===== config.mk =====
export PLATFORM = sky130hd
export DESIGN_NAME = chdr_hdr_strip
export DESIGN_NICKNAME = d
export VERILOG_FILES = /design/src/rtl/chdr_hdr_strip.sv
export SDC_FILE = /design/constraint.sdc
export NUM_CORES = 1
export LEC_CHECK = 0
export BUFFER_PORTS_ARGS = -buffer_cell sky130_fd_sc_hd__buf_2
export CORE_ASPECT_RATIO = 1.2
export CORE_MARGIN = 8
export CORE_UTILIZATION = 50
export CTS_CLUSTER_SIZE = 10
export DETAILED_ROUTE_END_ITERATION = 10
export PLACE_DENSITY = 0.82
export SLEW_MARGIN = 20
export SYNTH_ARGS = -nofsm -noshare
export SYNTH_HDL_FRONTEND = slang
export SYNTH_SLANG_ARGS = --single-unit

===== constraint.sdc =====
create_clock -name clk -period 4.1 [get_ports clk]
set_clock_uncertainty 0.1 [all_clocks]
set_input_delay 0.205 -clock clk [delete_from_list [all_inputs] [get_ports clk]]
set_output_delay 0.205 -clock clk [all_outputs]
set_load 0.05 [all_outputs]

===== src/rtl/chdr_hdr_strip.sv =====
// chdr_hdr_strip: strips the CVITA header (and optional timestamp) beats
// from a packet stream, forwards the payload with zero latency, exposes the
// decoded header as sideband, and flags length / sequence-number errors.
module chdr_hdr_strip #(
  parameter bit SEQ_CHECK = 1'b1,
  parameter int CNT_W     = 32
) (
  input  logic             clk,
  input  logic             reset_n,
  // CVITA packet stream in
  input  logic [63:0]      i_tdata,
  input  logic             i_tlast,
  input  logic             i_tvalid,
  output logic             i_tready,
  // payload stream out
  output logic [63:0]      o_tdata,
  output logic             o_tlast,
  output logic             o_tvalid,
  input  logic             o_tready,
  // header sideband for the current packet
  output logic [1:0]       o_pkt_type,
  output logic             o_has_time,
  output logic             o_eob,
  output logic [11:0]      o_seqnum,
  output logic [15:0]      o_length,
  output logic [15:0]      o_src_sid,
  output logic [15:0]      o_dst_sid,
  output logic [63:0]      o_timestamp,
  // pulses and status
  output logic             hdr_only,
  output logic             err_len,
  output logic             err_seq,
  output logic [CNT_W-1:0] pkt_count,
  output logic [15:0]      err_count
);

  typedef enum logic [1:0] {S_HDR, S_TIME, S_BODY} state_t;

  state_t      state, state_nxt;
  logic        in_body;
  logic        accept;
  logic        acc_last;
  logic [13:0] beat_cnt;   // beats accepted so far in the current packet
  logic [13:0] beat_w;     // beat count including the current beat
  logic [15:0] len_cur;
  logic [16:0] len_bytes;
  logic        len_ok;
  logic [11:0] seq_exp;
  logic        seq_vld;
  logic        seq_bad;

  // Payload data is a plain wire; qualifiers below decide whether it counts.
  assign o_tdata = i_tdata;

  // Stream muxing and next-state decode; reset forces the header-consume view
  // combinationally so the streams go quiet without waiting for a clock.
  // NOTE: every signal driven here gets a default first, so no path can
  // leave a value unassigned and infer a latch.
  always_comb begin
    state_nxt = state;
    in_body   = (state == S_BODY) && reset_n;
    i_tready  = in_body ? o_tready : 1'b1;
    o_tvalid  = in_body && i_tvalid;
    o_tlast   = in_body && i_tlast;
    accept    = i_tvalid && i_tready;
    acc_last  = accept && i_tlast;
    if (accept) begin
      case (state)
        S_HDR:   state_nxt = i_tlast ? S_HDR : (i_tdata[61] ? S_TIME : S_BODY);
        S_TIME:  state_nxt = i_tlast ? S_HDR : S_BODY;
        S_BODY:  state_nxt = i_tlast ? S_HDR : S_BODY;
        default: state_nxt = S_HDR;
      endcase
    end
  end

  // Length check: a packet of w beats must carry 8*w or 8*w-4 bytes. On a
  // header-only packet the length is still on the bus, not yet registered.
  always_comb begin
    beat_w    = (beat_cnt == 14'h3FFF) ? beat_cnt : beat_cnt + 14'd1;
    len_cur   = (state == S_HDR) ? i_tdata[47:32] : o_length;
    len_bytes = {beat_w, 3'b000};
    len_ok    = ({1'b0, len_cur} == len_bytes) ||
                ({1'b0, len_cur} == len_bytes - 17'd4);
    seq_bad   = SEQ_CHECK && seq_vld && (i_tdata[59:48] != seq_exp);
  end

  // State register.
  // NOTE: clocked state uses non-blocking assignments so every flop samples
  // the pre-edge values regardless of block ordering.
  always_ff @(posedge clk or negedge reset_n) begin
    if (!reset_n) state <= S_HDR;
    else          state <= state_nxt;
  end

  // Header and timestamp capture; fields hold until the next header.
  always_ff @(posedge clk or negedge reset_n) begin
    if (!reset_n) begin
      o_pkt_type  <= '0;
      o_has_time  <= 1'b0;
      o_eob       <= 1'b0;
      o_seqnum    <= '0;
      o_length    <= '0;
      o_src_sid   <= '0;
      o_dst_sid   <= '0;
      o_timestamp <= '0;
    end else if (accept && state == S_HDR) begin
      o_pkt_type <= i_tdata[63:62];
      o_has_time <= i_tdata[61];
      o_eob      <= i_tdata[60];
      o_seqnum   <= i_tdata[59:48];
      o_length   <= i_tdata[47:32];
      o_src_sid  <= i_tdata[31:16];
      o_dst_sid  <= i_tdata[15:0];
      if (!i_tdata[61]) o_timestamp <= '0;
    end else if (accept && state == S_TIME) begin
      o_timestamp <= i_tdata;
    end
  end

  // Per-packet beat counter (saturating) and sequence-number tracking.
  always_ff @(posedge clk or negedge reset_n) begin
    if (!reset_n) begin
      beat_cnt <= '0;
      seq_exp  <= '0;
      seq_vld  <= 1'b0;
    end else if (accept) begin
      beat_cnt <= i_tlast ? 14'd0 : beat_w;
      if (state == S_HDR) begin
        seq_exp <= i_tdata[59:48] + 12'd1;
        seq_vld <= 1'b1;
      end
    end
  end

  // Registered pulses, one cycle after the triggering beat.
  always_ff @(posedge clk or negedge reset_n) begin
    if (!reset_n) begin
      err_len  <= 1'b0;
      err_seq  <= 1'b0;
      hdr_only <= 1'b0;
    end else begin
      err_len  <= acc_last && !len_ok;
      err_seq  <= accept && (state == S_HDR) && seq_bad;
      hdr_only <= acc_last && (state != S_BODY);
    end
  end

  // Status counters: packets wrap, errors saturate.
  always_ff @(posedge clk or negedge reset_n) begin
    if (!reset_n) begin
      pkt_count <= '0;
      err_count <= '0;
    end else begin
      if (acc_last) pkt_count <= pkt_count + CNT_W'(1);
      if ((err_len || err_seq) && err_count != 16'hFFFF)
        err_count <= err_count + 16'd1;
    end
  end

endmodule


### Word-level counts from Yosys, hierarchy flattened

Index checks and enable logic that the tools add are counted.

* output and inout bits: 246
* latch bits: 0
* bits of input ports: 69
* word-level logic and storage cells: 62
* bits in read-only memories: 0
* flip-flop bits (word level): 208
* memories: 0
* RAM bits: 0

* mux-type cells: 11
* $lt $le $gt $ge: 0
* equality and inequality tests: 9
* shift-type cells: 0
* reduce and logical (&&, ||, !) cells: 20
* div/mod/pow operators: 0
* $mul: 0
* add/subtract/negate cells: 5
* bitwise gates (word level): 0

Operator list (number)
* 64-bit two-way mux: 3
* 16-bit by 17-bit equality test with 1-bit output: 2
* 32-bit by 1-bit adder with 32-bit output, second input constant: 1
* 14-bit two-way mux: 2
* 17-bit by 3-bit subtractor with 17-bit output, second input constant: 1
* 16-bit by 1-bit adder with 16-bit output, second input constant: 1
* 16-bit two-way mux: 1
* 16-bit != test, second input constant: 1
* 14-bit by 1-bit adder with 14-bit output, second input constant: 1
* 14-bit equality test, second input constant: 1
* 12-bit by 1-bit adder with 12-bit output, second input constant: 1
* 1-bit logical AND: 12
* 12-bit != test: 1
* 2-bit two-way mux: 3
* 2-bit != test, second input constant: 2
* 2-bit one-hot mux with 2 select lines: 1
* 2-bit AND reduction: 2
* 2-bit by 1-bit equality test with 1-bit output, second input constant: 1
* 2-bit equality test, second input constant: 1
* 2-bit zero test: 1
* 1-bit logical OR: 2
* 2-bit nonzero test: 1
* 2-bit OR reduction: 1
* 1-bit zero test: 1
* 1-bit two-way mux: 1

### Longest topological paths before layout

Gate-level depths: netlist of run 1.

* depth after elaboration: 7
* mapped depth: 12
* mapped depth without buffers: 10

### Worst setup path before layout of run 1

No wires, ideal clock.

* kind: register to register
* start point: register beat_cnt[1]
* end point: register err_len
* buffers on the path: 2
* period minus slack after synthesis: 3.119 ns
* path slack: 0.981 ns
* setup time: 0.144 ns
* stages on the path, launching flop included: 13
* required time: 3.856 ns
* data arrival time: 2.875 ns
* path through: dfrtp_1 > ha_1 > buf_6 > and4_1 > nand4_4 > mux2i_1 > ha_1 > clkbuf_1 > inv_1 > or4b_1 > a22o_1 > nor3_2 > a41oi_1

* cells in the longest elaborated chain, start to end: 7
* elaborated cells on any way between the ends: 9
* those cells by class: 2 x add/sub; 3 x eq/ne; 1 x mux; 3 x reduce/logical

Ends and longest elaborated chain
* from (decl): line 43 `logic [13:0] beat_cnt;`
* from (signal assigned): line 128 `beat_cnt <= i_tlast ? 14'd0 : beat_w;`
* 14-bit by 1-bit adder with 14-bit output / 14-bit equality test (equally long branches): line 80 `beat_w = (beat_cnt == 14'h3FFF) ? beat_cnt : beat_cnt + 14'd1;`
* 14-bit two-way mux *: line 80
* 17-bit by 3-bit subtractor with 17-bit output: line 84 `({1'b0, len_cur} == len_bytes - 17'd4);`
* 16-bit by 17-bit equality test with 1-bit output: line 84
* 1-bit logical OR *: line 83 `len_ok = ({1'b0, len_cur} == len_bytes) ||`
* 1-bit zero test *: line 143 `err_len <= acc_last && !len_ok;`
* 1-bit logical AND *: line 143
* to (signal assigned): line 143
* to (decl): line 31 `output logic err_len,`

Every way passes the cells marked *; elsewhere a longest branch is shown, timed or not.
A chain may end at the register's enable or synchronous reset.

### Worst setup path after layout of run 1

* start point: register beat_cnt[0]
* end point: register err_len

Same word-level chain as after synthesis.

==> results of run 1 <==
-- power breakdown --
group | switching [uW] | internal, uW | total (uW)
sequential | 386 | 2610 | 2990
clock | 801 | 1210 | 2010
combinational | 2990 | 1060 | 4050
-- worst max-delay path: cells and delay by family, from the launching register on --
| kind | cells | cell delay, ns |
|---|---|---|
| mux | 1 | 0.36 |
| compound gates | 3 | 0.85 |
| fa+ha+maj | 2 | 0.82 |
| simple gates | 4 | 0.90 |
| flops | 1 | 0.53 |
-- synthesized netlist by cell type, drive strengths merged, types with 5 or more instances --
master  number  area share
a31oi       10      0.0060
mux2        67       0.072
xor2        25       0.021
nor2b        7      0.0042
nand4       21       0.014
buf         80       0.057
ha           9       0.011
nor3        13      0.0067
and4         6      0.0052
nand2      126       0.045
nand3       35       0.017
inv          9      0.0032
a22o         6      0.0050
and2         7      0.0044
clkbuf      39       0.014
nand2b      67       0.040
nor2        29       0.010
mux2i       16       0.015
a21oi       12      0.0057
o21ai       90       0.043
dfrtp      208        0.50
and3        20       0.013
xnor2       64       0.053
or2          5      0.0030
-- per-layer routing --
layer	global-route usage	vias to the layer above	share of wire
li1	-	3989	-
met1	0.273	4139	0.38
met2	0.391	386	0.49
met3	0.0619	98	0.079
met4	0.111	0	0.045
met5	0	-	0
-- cells by family after synthesis --
logic type | count (synthesis) | share of synthesized area
DFF | 208 | 0.496
xor gates and xnor gates | 89 | 0.0742
buffers and inverters | 128 | 0.0744
adders and majority gates | 9 | 0.0107
muxes | 83 | 0.0871
AOI/OAI and AO/OA | 140 | 0.0773
and+or+nand+nor | 359 | 0.180
-- cell type report --
| cell class | count | area (um2) | area share |
|---|---|---|---|
| sequential | 208 | 5200 | 0.396 |
| multi-input combinational | 680 | 4530 | 0.345 |
| timing repair buffer | 389 | 2320 | 0.177 |
| clock buffer | 29 | 681 | 0.0517 |
| tap | 270 | 338 | 0.0257 |
| clock inverter | 2 | 38.8 | 0.00295 |
| inverter | 9 | 33.8 | 0.00257 |
| antenna | 2 | 5.00 | 0.000380 |
-- worst paths after layout --
kind,startpoint,end,slack (ns),cells after the start
worst min-delay path,reset_n,o_timestamp[35]$_DFFE_PN0P_,0.12,2
worst max-delay path,beat_cnt[0]$_DFFE_PN0P_,err_len$_DFF_PN0_,0.39,10
max in group asynchronous,reset_n,o_seqnum[6]$_DFFE_PN0P_,2.58,3
worst min register to register,seq_vld$_DFFE_PN0P_,seq_vld$_DFFE_PN0P_,0.36,1
min in group clk,o_tready,pkt_count[0]$_DFFE_PN0P_,0.31,5
worst max register to register,beat_cnt[0]$_DFFE_PN0P_,err_len$_DFF_PN0_,0.39,10
-- metrics by stage --
stage | instances | hold slack, ns | total power (uW) | cell area [um2] | setup slack [ns]
2_1_floorplan | 1016 | -0.191 | 5950 | 10500 | 0.981
3_3_place_gp | 1489 | 0.103 | 6900 | 11800 | 0.533
3_5_place_dp | 1489 | 0.111 | 6990 | 11800 | 0.441
4_1_cts | 1587 | 0.134 | 9080 | 13200 | 0.427
5_1_grt | 1589 | 0.168 | 9450 | 13200 | 0.0364
6_report | 1589 | 0.124 | 9050 | 13200 | 0.388
-- sequential cells by signal, indices dropped and copies added (netlist names) --
name / cells
beat_cnt: 14
err_count: 16
err_len: 1
err_seq: 1
hdr_only: 1
o_dst_sid: 16
o_eob: 1
o_has_time: 1
o_length: 16
o_pkt_type: 2
o_seqnum: 12
o_src_sid: 16
o_timestamp: 64
pkt_count: 32
seq_exp: 12
seq_vld: 1
state: 2
==> flow_summary_export.csv, run 1 <==
group,metric,value,unit
grt,antenna_found_initial,2,
placed_design,gp_congestion,0.880,
synthesis,syn-cell-area,0.0105,mm2
power,vdd_drop_max,536,uV
setup_path,critPathArrivalTime,3.98,ns
sta,final-hold-violation-count,0,
detailed_routing,wire_per_inst,19.3,um
clocking,root_buffer,"clkbuf_16",
cells_and_area,final_cell_mix,"buf_2 (313), dfrtp_1 (208), nand2_1 (125)",
synthesis,syn_nets,1094,
job,cap_violations,0,
setup_path,endpoint_kind,"register",
min_path,hold_path_class,"input port to async pin",
setup_path,crit_chain,"ha_1, and4_1, nand4_4, mux2i_1, ha_1, nand3_1, o32a_1, and3_1, a311oi_1, a41oi_1",
grt,grt_pass1_vias,8986,
sta,finalSetupViolCount,0,
clocking,clk_latency,0.51,ns
clocking,ctsHoldBuffers,67,
die,row_count,58,
sta,min_period_over_period,0.905,
setup_path,critPathRequiredTime,4.36,ns
grt,grt.total_usage,0.233,
die,ios,315,
die,die-area,0.0259,mm2
clocking,cts_buffer_depth,3,
clocking,cts_htree_levels,1,
synthesis,synth_ff_type,"dfrtp_1",
setup_path,startpoint_type,"register",
synthesis,syn_area_per_cell,10.3,um2
synthesis,ys.warnings.count,0,
synthesis,yosys_register_bits,208,
placed_design,hpwlAfterDp,21000,um
die,initial_core_util,0.506,
cells_and_area,nNetsFinal,1391,
setup_path,cp_common_cell,"ha_1",
sta,tns,0,ns
cells_and_area,final_common_cell,"buf_2",
clocking,cts_setup_buffers,0,
sta,fmax,0.269,GHz
die,die_w,148,um
detailed_routing,wirelength,30600,um
cells_and_area,area_delta_synth_final,25.3,%
die,core,0.0208,mm2
detailed_routing,vias,8612,
clocking,cts_tree,"built",
sta,fin_crit,3.71,ns
setup_path,crit_fanout,11,
setup_path,path_class,"register to register",
grt,grt_overflow,0,
synthesis,netlist_instances,1016,
synthesis,synth_edf_count,0,
power,total_leakage_power,0.00634,uW
sta,maxSlewViolCount,0,
detailed_routing,antenna_left,0,
placed_design,port_buffers,314,
cells_and_area,final_layout_size_suffix_gt1_frac,0.335,
setup_path,worst_path_largest_cell_delay,0.53,ns
clocking,cts.sinks,208,
synthesis,ys_seq_area_frac,0.496,
synthesis,synthArstFlopShare,1.00,
clocking,clk_pin_slew,0.06,ns
detailed_routing,drt_iter0_drc,435,
detailed_routing,drc,0,
clocking,cts_buffers,25,
outcome,status,"finished, final reports clean",
sta,tightest_slew,1.07,ns
detailed_routing,vias_per_cell,5.42,
sta,maxSlewHeadroom,0.284,
power,p_per_area,688,mW/mm2
cells_and_area,post-route-util,0.634,
cells_and_area,fill_cells,1603,
grt,grt_max_degree,117,
synthesis,ys_types,61,
sta,rsz0062_at_grt,"false",
detailed_routing,drtPass1Iterations,5,
die,dieHeight,175,um
setup_path,worst_path_max_delay_cell,"dfrtp_1",
clocking,ctsResizeCount,0,
grt,grt_pass1_wl,49000,um
Power figures use the tool's default switching activity.
==> run 2, diff against run 1 <==
--- a/config.mk
+++ b/config.mk
@@ -12,6 +12,7 @@
 export CTS_CLUSTER_SIZE = 10
 export DETAILED_ROUTE_END_ITERATION = 10
 export PLACE_DENSITY = 0.82
+export RECOVER_POWER = 25
 export SLEW_MARGIN = 20
 export SYNTH_ARGS = -nofsm -noshare
 export SYNTH_HDL_FRONTEND = slang
==> run 2 against run 1 <==
Effect of this change:
- the run now ends with capacitance limit, slew limit left
- largest power group unchanged
- via count fell by 0.78%
- routed wire length fell by 0.27%
- combinational power fell by 2%
==> flow_summary_export.csv, run 2 (same netlist as run 1, synthesis figures left out) <==
group,metric,value,unit
outcome,status,"finished, violations left",
outcome,failed_checks,"capacitance limit, slew limit",
grt,antenna_found_initial,2,
detailed_routing,antenna_left,0,
die,row_count,58,
sta,finalSetupViolCount,0,
placed_design,placed_cell_area,0.0118,mm2
setup_path,r2r_cells,10,
clocking,cts.sinks,208,
die,core,0.0208,mm2
die,die_w,148,um
cells_and_area,nNetsFinal,1391,
setup_path,path_class,"register to register",
setup_path,r2r_start,"beat_cnt[0]$_DFFE_PN0P_",
clocking,cts_tree,"built",
clocking,cts_htree_levels,1,
placed_design,hpwlAfterDp,21000,um
setup_path,crit_fanout,11,
min_path,hold_path_class,"input port to async pin",
placed_design,gp_congestion,0.880,
die,initial_core_util,0.506,
power,p_per_area,689,mW/mm2
die,ios,315,
placed_design,port_buffers,314,
cells_and_area,area_delta_synth_final,24.1,%
clocking,cts_buffer_depth,3,
setup_path,endpoint_kind,"register",
grt,grt_max_degree,117,
cells_and_area,largest_reg_flops,64,
clocking,cts_buffers,25,
grt,grt_overflow,0,
sta,maxSlewHeadroom,-0.592,
grt,grt_pass1_vias,8986,
cells_and_area,final_common_cell,"buf_2",
power,total_leakage_power,0.00603,uW
die,die-area,0.0259,mm2
clocking,root_buffer,"clkbuf_16",
cells_and_area,max_flop_register,"o_timestamp",
grt,grt_pass1_wl,49000,um
sta,min_period_over_period,0.905,
setup_path,reg2reg_slack,0.39,ns
cells_and_area,final_cell_area,0.0130,mm2
clocking,clk_latency,0.51,ns
cells_and_area,reg_top3,"o_timestamp x64, pkt_count x32",
die,dieHeight,175,um
cells_and_area,final_layout_size_suffix_gt1_frac,0.260,
setup_path,startpoint_type,"register",
sta,maxSlewViolCount,47,
detailed_routing,vias,8545,
detailed_routing,drt_iter0_drc,470,
clocking,clk_pin_slew,0.06,ns
sta,tightest_slew,2.39,ns
setup_path,rr_endpoint,"err_len$_DFF_PN0_",
setup_path,critPathArrivalTime,3.97,ns
cells_and_area,final_cell_mix,"buf_2 (215), dfrtp_1 (208), nand2_1 (125)",
detailed_routing,drtPass1Iterations,5,
clocking,cts_setup_buffers,0,
setup_path,critPathRequiredTime,4.36,ns
detailed_routing,wirelength,30500,um
sta,final-hold-violation-count,0,
power,vdd_drop_max,530,uV
grt,grt.total_usage,0.233,
sta,rsz0062_at_grt,"false",
detailed_routing,vias_per_cell,5.38,
sta,tns,0,ns
sta,fin_crit,3.71,ns
detailed_routing,wire_per_inst,19.2,um
job,cap_violations,1,
setup_path,startpoint,"beat_cnt[0]$_DFFE_PN0P_",
sta,fmax,0.269,GHz
detailed_routing,drc,0,
[run 2: power by group]
part	leakage (uW)	switching, uW	total [uW]	internal (uW)
sequential	0.00266	390	3000	2610
clock	0.000356	803	2020	1210
combinational	0.00301	2980	3970	987
total	0.00603	4180	8980	4810
[run 2: cell type report]
class | instances | area, um2
clock buffer | 29 | 681
sequential | 208 | 5200
timing repair buffer | 389 | 2200
multi-input combinational | 680 | 4530
fill | 1667 | 7720
clock inverter | 2 | 38.8
tap | 270 | 338
inverter | 9 | 33.8
antenna | 2 | 5.00
[run 2: metal layers]
layer,part of all wire,track usage,vias up
met5,0,0,-
met4,0.045,0.111,0
met3,0.075,0.0619,96
met2,0.49,0.391,352
met1,0.39,0.273,4108
li1,-,-,3989
[run 2: worst max path at each step]
stage / endpoint / slack [ns] / cells after the start
floorplan: err_len$_DFF_PN0_ / 0.98 / 12
global placement: err_len$_DFF_PN0_ / 0.53 / 10
detailed placement: err_len$_DFF_PN0_ / 0.44 / 10
CTS: err_len$_DFF_PN0_ / 0.43 / 10
global route: err_len$_DFF_PN0_ / 0.04 / 10
finish: err_len$_DFF_PN0_ / 0.39 / 10
[run 2: metrics by stage]
step	hold slack, ns	instances	setup slack [ns]	total power (uW)	utilization
2_1_floorplan	-0.191	1016	0.981	5950	-
3_3_place_gp	0.103	1489	0.533	6900	0.567
3_5_place_dp	0.111	1489	0.441	6990	0.567
4_1_cts	0.134	1587	0.427	9080	0.634
5_1_grt	0.168	1589	0.0364	9390	0.628
6_report	0.121	1589	0.388	8980	0.628
[run 2: critical path: stages (launching register included)]
cell	delay, ns
dfrtp_1	0.53
ha_1	0.39
and4_1	0.37
nand4_4	0.21
mux2i_1	0.36
ha_1	0.43
nand3_1	0.15
o32a_1	0.37
and3_1	0.18
a311oi_1	0.32
a41oi_1	0.16
[run 2: what timing repair did]
action / in CTS / in global routing
hold endpoints to repair: 188 / 0
hold buffers: 67 / 0
setup endpoints to repair: 0 / 0
gates resized for setup: 0 / 0
==> run 3, diff against run 2 <==
--- a/config.mk
+++ b/config.mk
@@ -5,10 +5,12 @@
 export SDC_FILE = /design/constraint.sdc
 export NUM_CORES = 1
 export LEC_CHECK = 0
+export ABC_AREA = 1
 export BUFFER_PORTS_ARGS = -buffer_cell sky130_fd_sc_hd__buf_2
 export CORE_ASPECT_RATIO = 1.2
 export CORE_MARGIN = 8
 export CORE_UTILIZATION = 50
+export CTS_BUF_LIST = sky130_fd_sc_hd__clkbuf_4 sky130_fd_sc_hd__clkbuf_8 sky130_fd_sc_hd__clkbuf_16
 export CTS_CLUSTER_SIZE = 10
 export DETAILED_ROUTE_END_ITERATION = 10
 export PLACE_DENSITY = 0.82
==> run 3 against run 2 <==
Effect of this change:
- the run now ends clean
- via count rose by 12%
- clock power is 4% lower
- area after synthesis is 0.45% higher
- design area grew 0.73%
- fmax is 20% higher
==> flow_summary_export.csv, run 3 <==
group,metric,value,unit
sta,tns,0,ns
cells_and_area,multi_input_area,0.00404,mm2
grt,antenna_found_initial,2,
synthesis,synth.most_common_cell,"nand2_1",
synthesis,synth_ff_type,"dfrtp_1",
power,p_sw_frac,0.491,
grt,grt_pass1_vias,10100,
placed_design,hpwlAfterDp,21700,um
setup_path,reg2reg_slack,1.02,ns
sta,min_period_over_period,0.752,
setup_path,crit_fanout,22,
cells_and_area,largest_reg_flops,64,
synthesis,ys_types,39,
setup_path,rr_endpoint,"err_len$_DFF_PN0_",
cells_and_area,final_common_cell,"nand2_1",
setup_path,path_buf_inv,1,
sta,maxSlewHeadroom,0.408,
synthesis,synth_top_area_frac,0.494,
cells_and_area,area_delta_synth_final,24.5,%
clocking,clk_latency,0.51,ns
grt,grt_pass1_wl,51400,um
placed_design,gp_congestion,0.890,
synthesis,ys.warnings.count,0,
power,power.internal,4580,uW
min_path,hold_path_class,"input port to register",
synthesis,yosys_register_bits,208,
synthesis,netlist_instances,1267,
clocking,cts_buffer_depth,3,
sta,maxSlewViolCount,0,
clocking,clk_pin_slew,0.05,ns
power,p_per_area,685,mW/mm2
die,ios,315,
sta,finalSetupViolCount,0,
sta,fmax,0.324,GHz
sta,tightest_slew,0.888,ns
detailed_routing,drtPass1Iterations,6,
power,p_sw,4420,uW
power,total_leakage_power,0.00671,uW
detailed_routing,drt_iter0_drc,643,
sta,fin_crit,3.08,ns
placed_design,port_buffers,314,
detailed_routing,antenna_left,0,
cells_and_area,fill_cells,1753,
setup_path,r2r_cells,17,
synthesis,syn_area_per_cell,8.32,um2
setup_path,worst_path_largest_cell_delay,0.40,ns
setup_path,r2r_start,"beat_cnt[1]$_DFFE_PN0P_",
clocking,cts_buffers,25,
setup_path,startpoint_type,"register",
clocking,cts.sinks,208,
synthesis,yosys.area.top_type,"dfrtp_1",
synthesis,yosys-top-cells-area,"dfrtp_1 (49%), nand2_1 (11%), inv_1 (6.0%), nand3_1 (5.6%), o21ai_0 (5.4%)",
grt,grt_max_degree,160,
detailed_routing,vias,9565,
setup_path,path_class,"register to register",
grt,grt_overflow,0,
power,pwr-share-clk,0.214,
power,combPwrFrac,0.449,
clocking,cts_htree_levels,1,
setup_path,cp.depth,17,
cells_and_area,max_flop_register,"o_timestamp",
die,dieHeight,175,um
cells_and_area,final_layout_size_suffix_gt1_frac,0.177,
setup_path,critPathRequiredTime,4.40,ns
detailed_routing,vias_per_cell,5.17,
die,initial_core_util,0.506,
die,die_w,149,um
synthesis,ys_seq_area_frac,0.494,
detailed_routing,drc,0,
min_path,whs_endpoint,"beat_cnt[2]$_DFFE_PN0P_",
placed_design,placed_cell_area,0.0119,mm2
sta,final-hold-violation-count,0,
cells_and_area,register_area,0.00520,mm2
clocking,cts_setup_buffers,0,
outcome,status,"finished, final reports clean",
setup_path,endpoint_kind,"register",
detailed_routing,wire_per_inst,17.1,um
job,cap_violations,0,
synthesis,synth_edf_count,0,
synthesis,ys_top_cells_by_count,"nand2_1 (299), dfrtp_1 (208), inv_1 (169), nand3_1 (119), o21ai_0 (114)",
cells_and_area,final_cell_area,0.0131,mm2
setup_path,critPathArrivalTime,3.38,ns
placed_design,pre_cts_ws,1.04,ns
die,die-area,0.0260,mm2
sta,worst_slack,1.02,ns
cells_and_area,final_cell_mix,"nand2_1 (299), dfrtp_1 (208), buf_2 (197)",
synthesis,syn-cell-area,0.0105,mm2
clocking,root_buffer,"clkbuf_16",
grt,grt.total_usage,0.241,
synthesis,syn_nets,1345,
setup_path,crit_chain,"ha_1, nand3_2, nor2_2, nand2_2, nand2_1, nand2_2, inv_1, ha_1, nand4_2, nor2_4, nand3_1, nand2_1, nand3_1, nor2_1, nand2_1, nor2_1, nor2_1",
min_path,hp-start,"i_tvalid",
setup_path,worst_path_max_delay_cell,"dfrtp_1",
detailed_routing,wirelength,31700,um
synthesis,synthArstFlopShare,1.00,
cells_and_area,reg_top3,"o_timestamp x64, pkt_count x32",
clocking,cts_tree,"built",
power,seq_power_share,0.336,
cells_and_area,nNetsFinal,1650,
power,vdd_drop_max,762,uV
sta,rsz0062_at_grt,"false",
min_path,hold_path_depth,4,
die,row_count,58,
die,core,0.0208,mm2
setup_path,critPathTopFamily,"simple AND/OR/NAND/NOR gates",
run 3: cell type report:
cell class | count | share of cell area
antenna | 2 | 0.000381
clock buffer | 30 | 0.0510
sequential | 208 | 0.396
clock inverter | 3 | 0.00143
tap | 270 | 0.0257
multi-input combinational | 776 | 0.308
timing repair buffer | 388 | 0.168
inverter | 173 | 0.0495
run 3: through the flow:
step                      std cells  total power, uW  hold slack [ns]   util
final                          1850             9000           0.0475  0.630
after global routing           1850             9460           0.0646  0.630
after CTS                      1847             9120           0.0281  0.636
after detailed placement       1747             7090           0.0398  0.570
after global placement         1747             7000           0.0389  0.570
after floorplan                1267             6020           -0.191      -
run 3: what timing repair did:
item                                   4_1_cts  5_1_grt
endpoints found under the hold margin      178        0
gates resized for setup                      0        0
hold buffers                                67        0
run 3: worst min-delay path, cell delays in order:
cell and delay [ns]:
buf_2 0.12, nand2_2 0.12, nand2_1 0.08, o21ai_0 0.07
run 3: worst max-delay path by stage:
stage | slack, ns | startpoint | end
6_report | 1.02 | beat_cnt[1]$_DFFE_PN0P_ | err_len$_DFF_PN0_
5_1_grt | 0.70 | beat_cnt[1]$_DFFE_PN0P_ | err_len$_DFF_PN0_
4_1_cts | 1.04 | beat_cnt[1]$_DFFE_PN0P_ | err_len$_DFF_PN0_
3_5_place_dp | 1.04 | beat_cnt[1]$_DFFE_PN0P_ | err_len$_DFF_PN0_
3_3_place_gp | 1.16 | beat_cnt[1]$_DFFE_PN0P_ | err_len$_DFF_PN0_
2_1_floorplan | 1.52 | beat_cnt[1]$_DFFE_PN0P_ | err_len$_DFF_PN0_
run 3: kinds of logic after synthesis:
family / Yosys count / synth area share
AND/OR/NAND/NOR: 545 / 0.232
flip-flops: 208 / 0.494
adder cells (fa/ha/maj): 9 / 0.0107
buffers and inverters: 283 / 0.125
AO/OA/AOI/OAI: 144 / 0.0728
XOR/XNOR: 78 / 0.0662
run 3: power by group through the flow:
stage | Clock, uW | Combinational, uW | Sequential [uW]
finish | 1930 | 4040 | 3030
global route | 2060 | 4310 | 3090
CTS | 1980 | 4130 | 3010
detailed placement | 0 | 4070 | 3020
global placement | 0 | 3990 | 3010
floorplan | 0 | 1200 | 4820
run 3: per-layer routing:
metal | global-route usage | wire length (um)
met2 | 0.419 | 15900
met5 | 0 | 0
met3 | 0.0562 | 2380
met4 | 0.109 | 1340
met1 | 0.275 | 12100
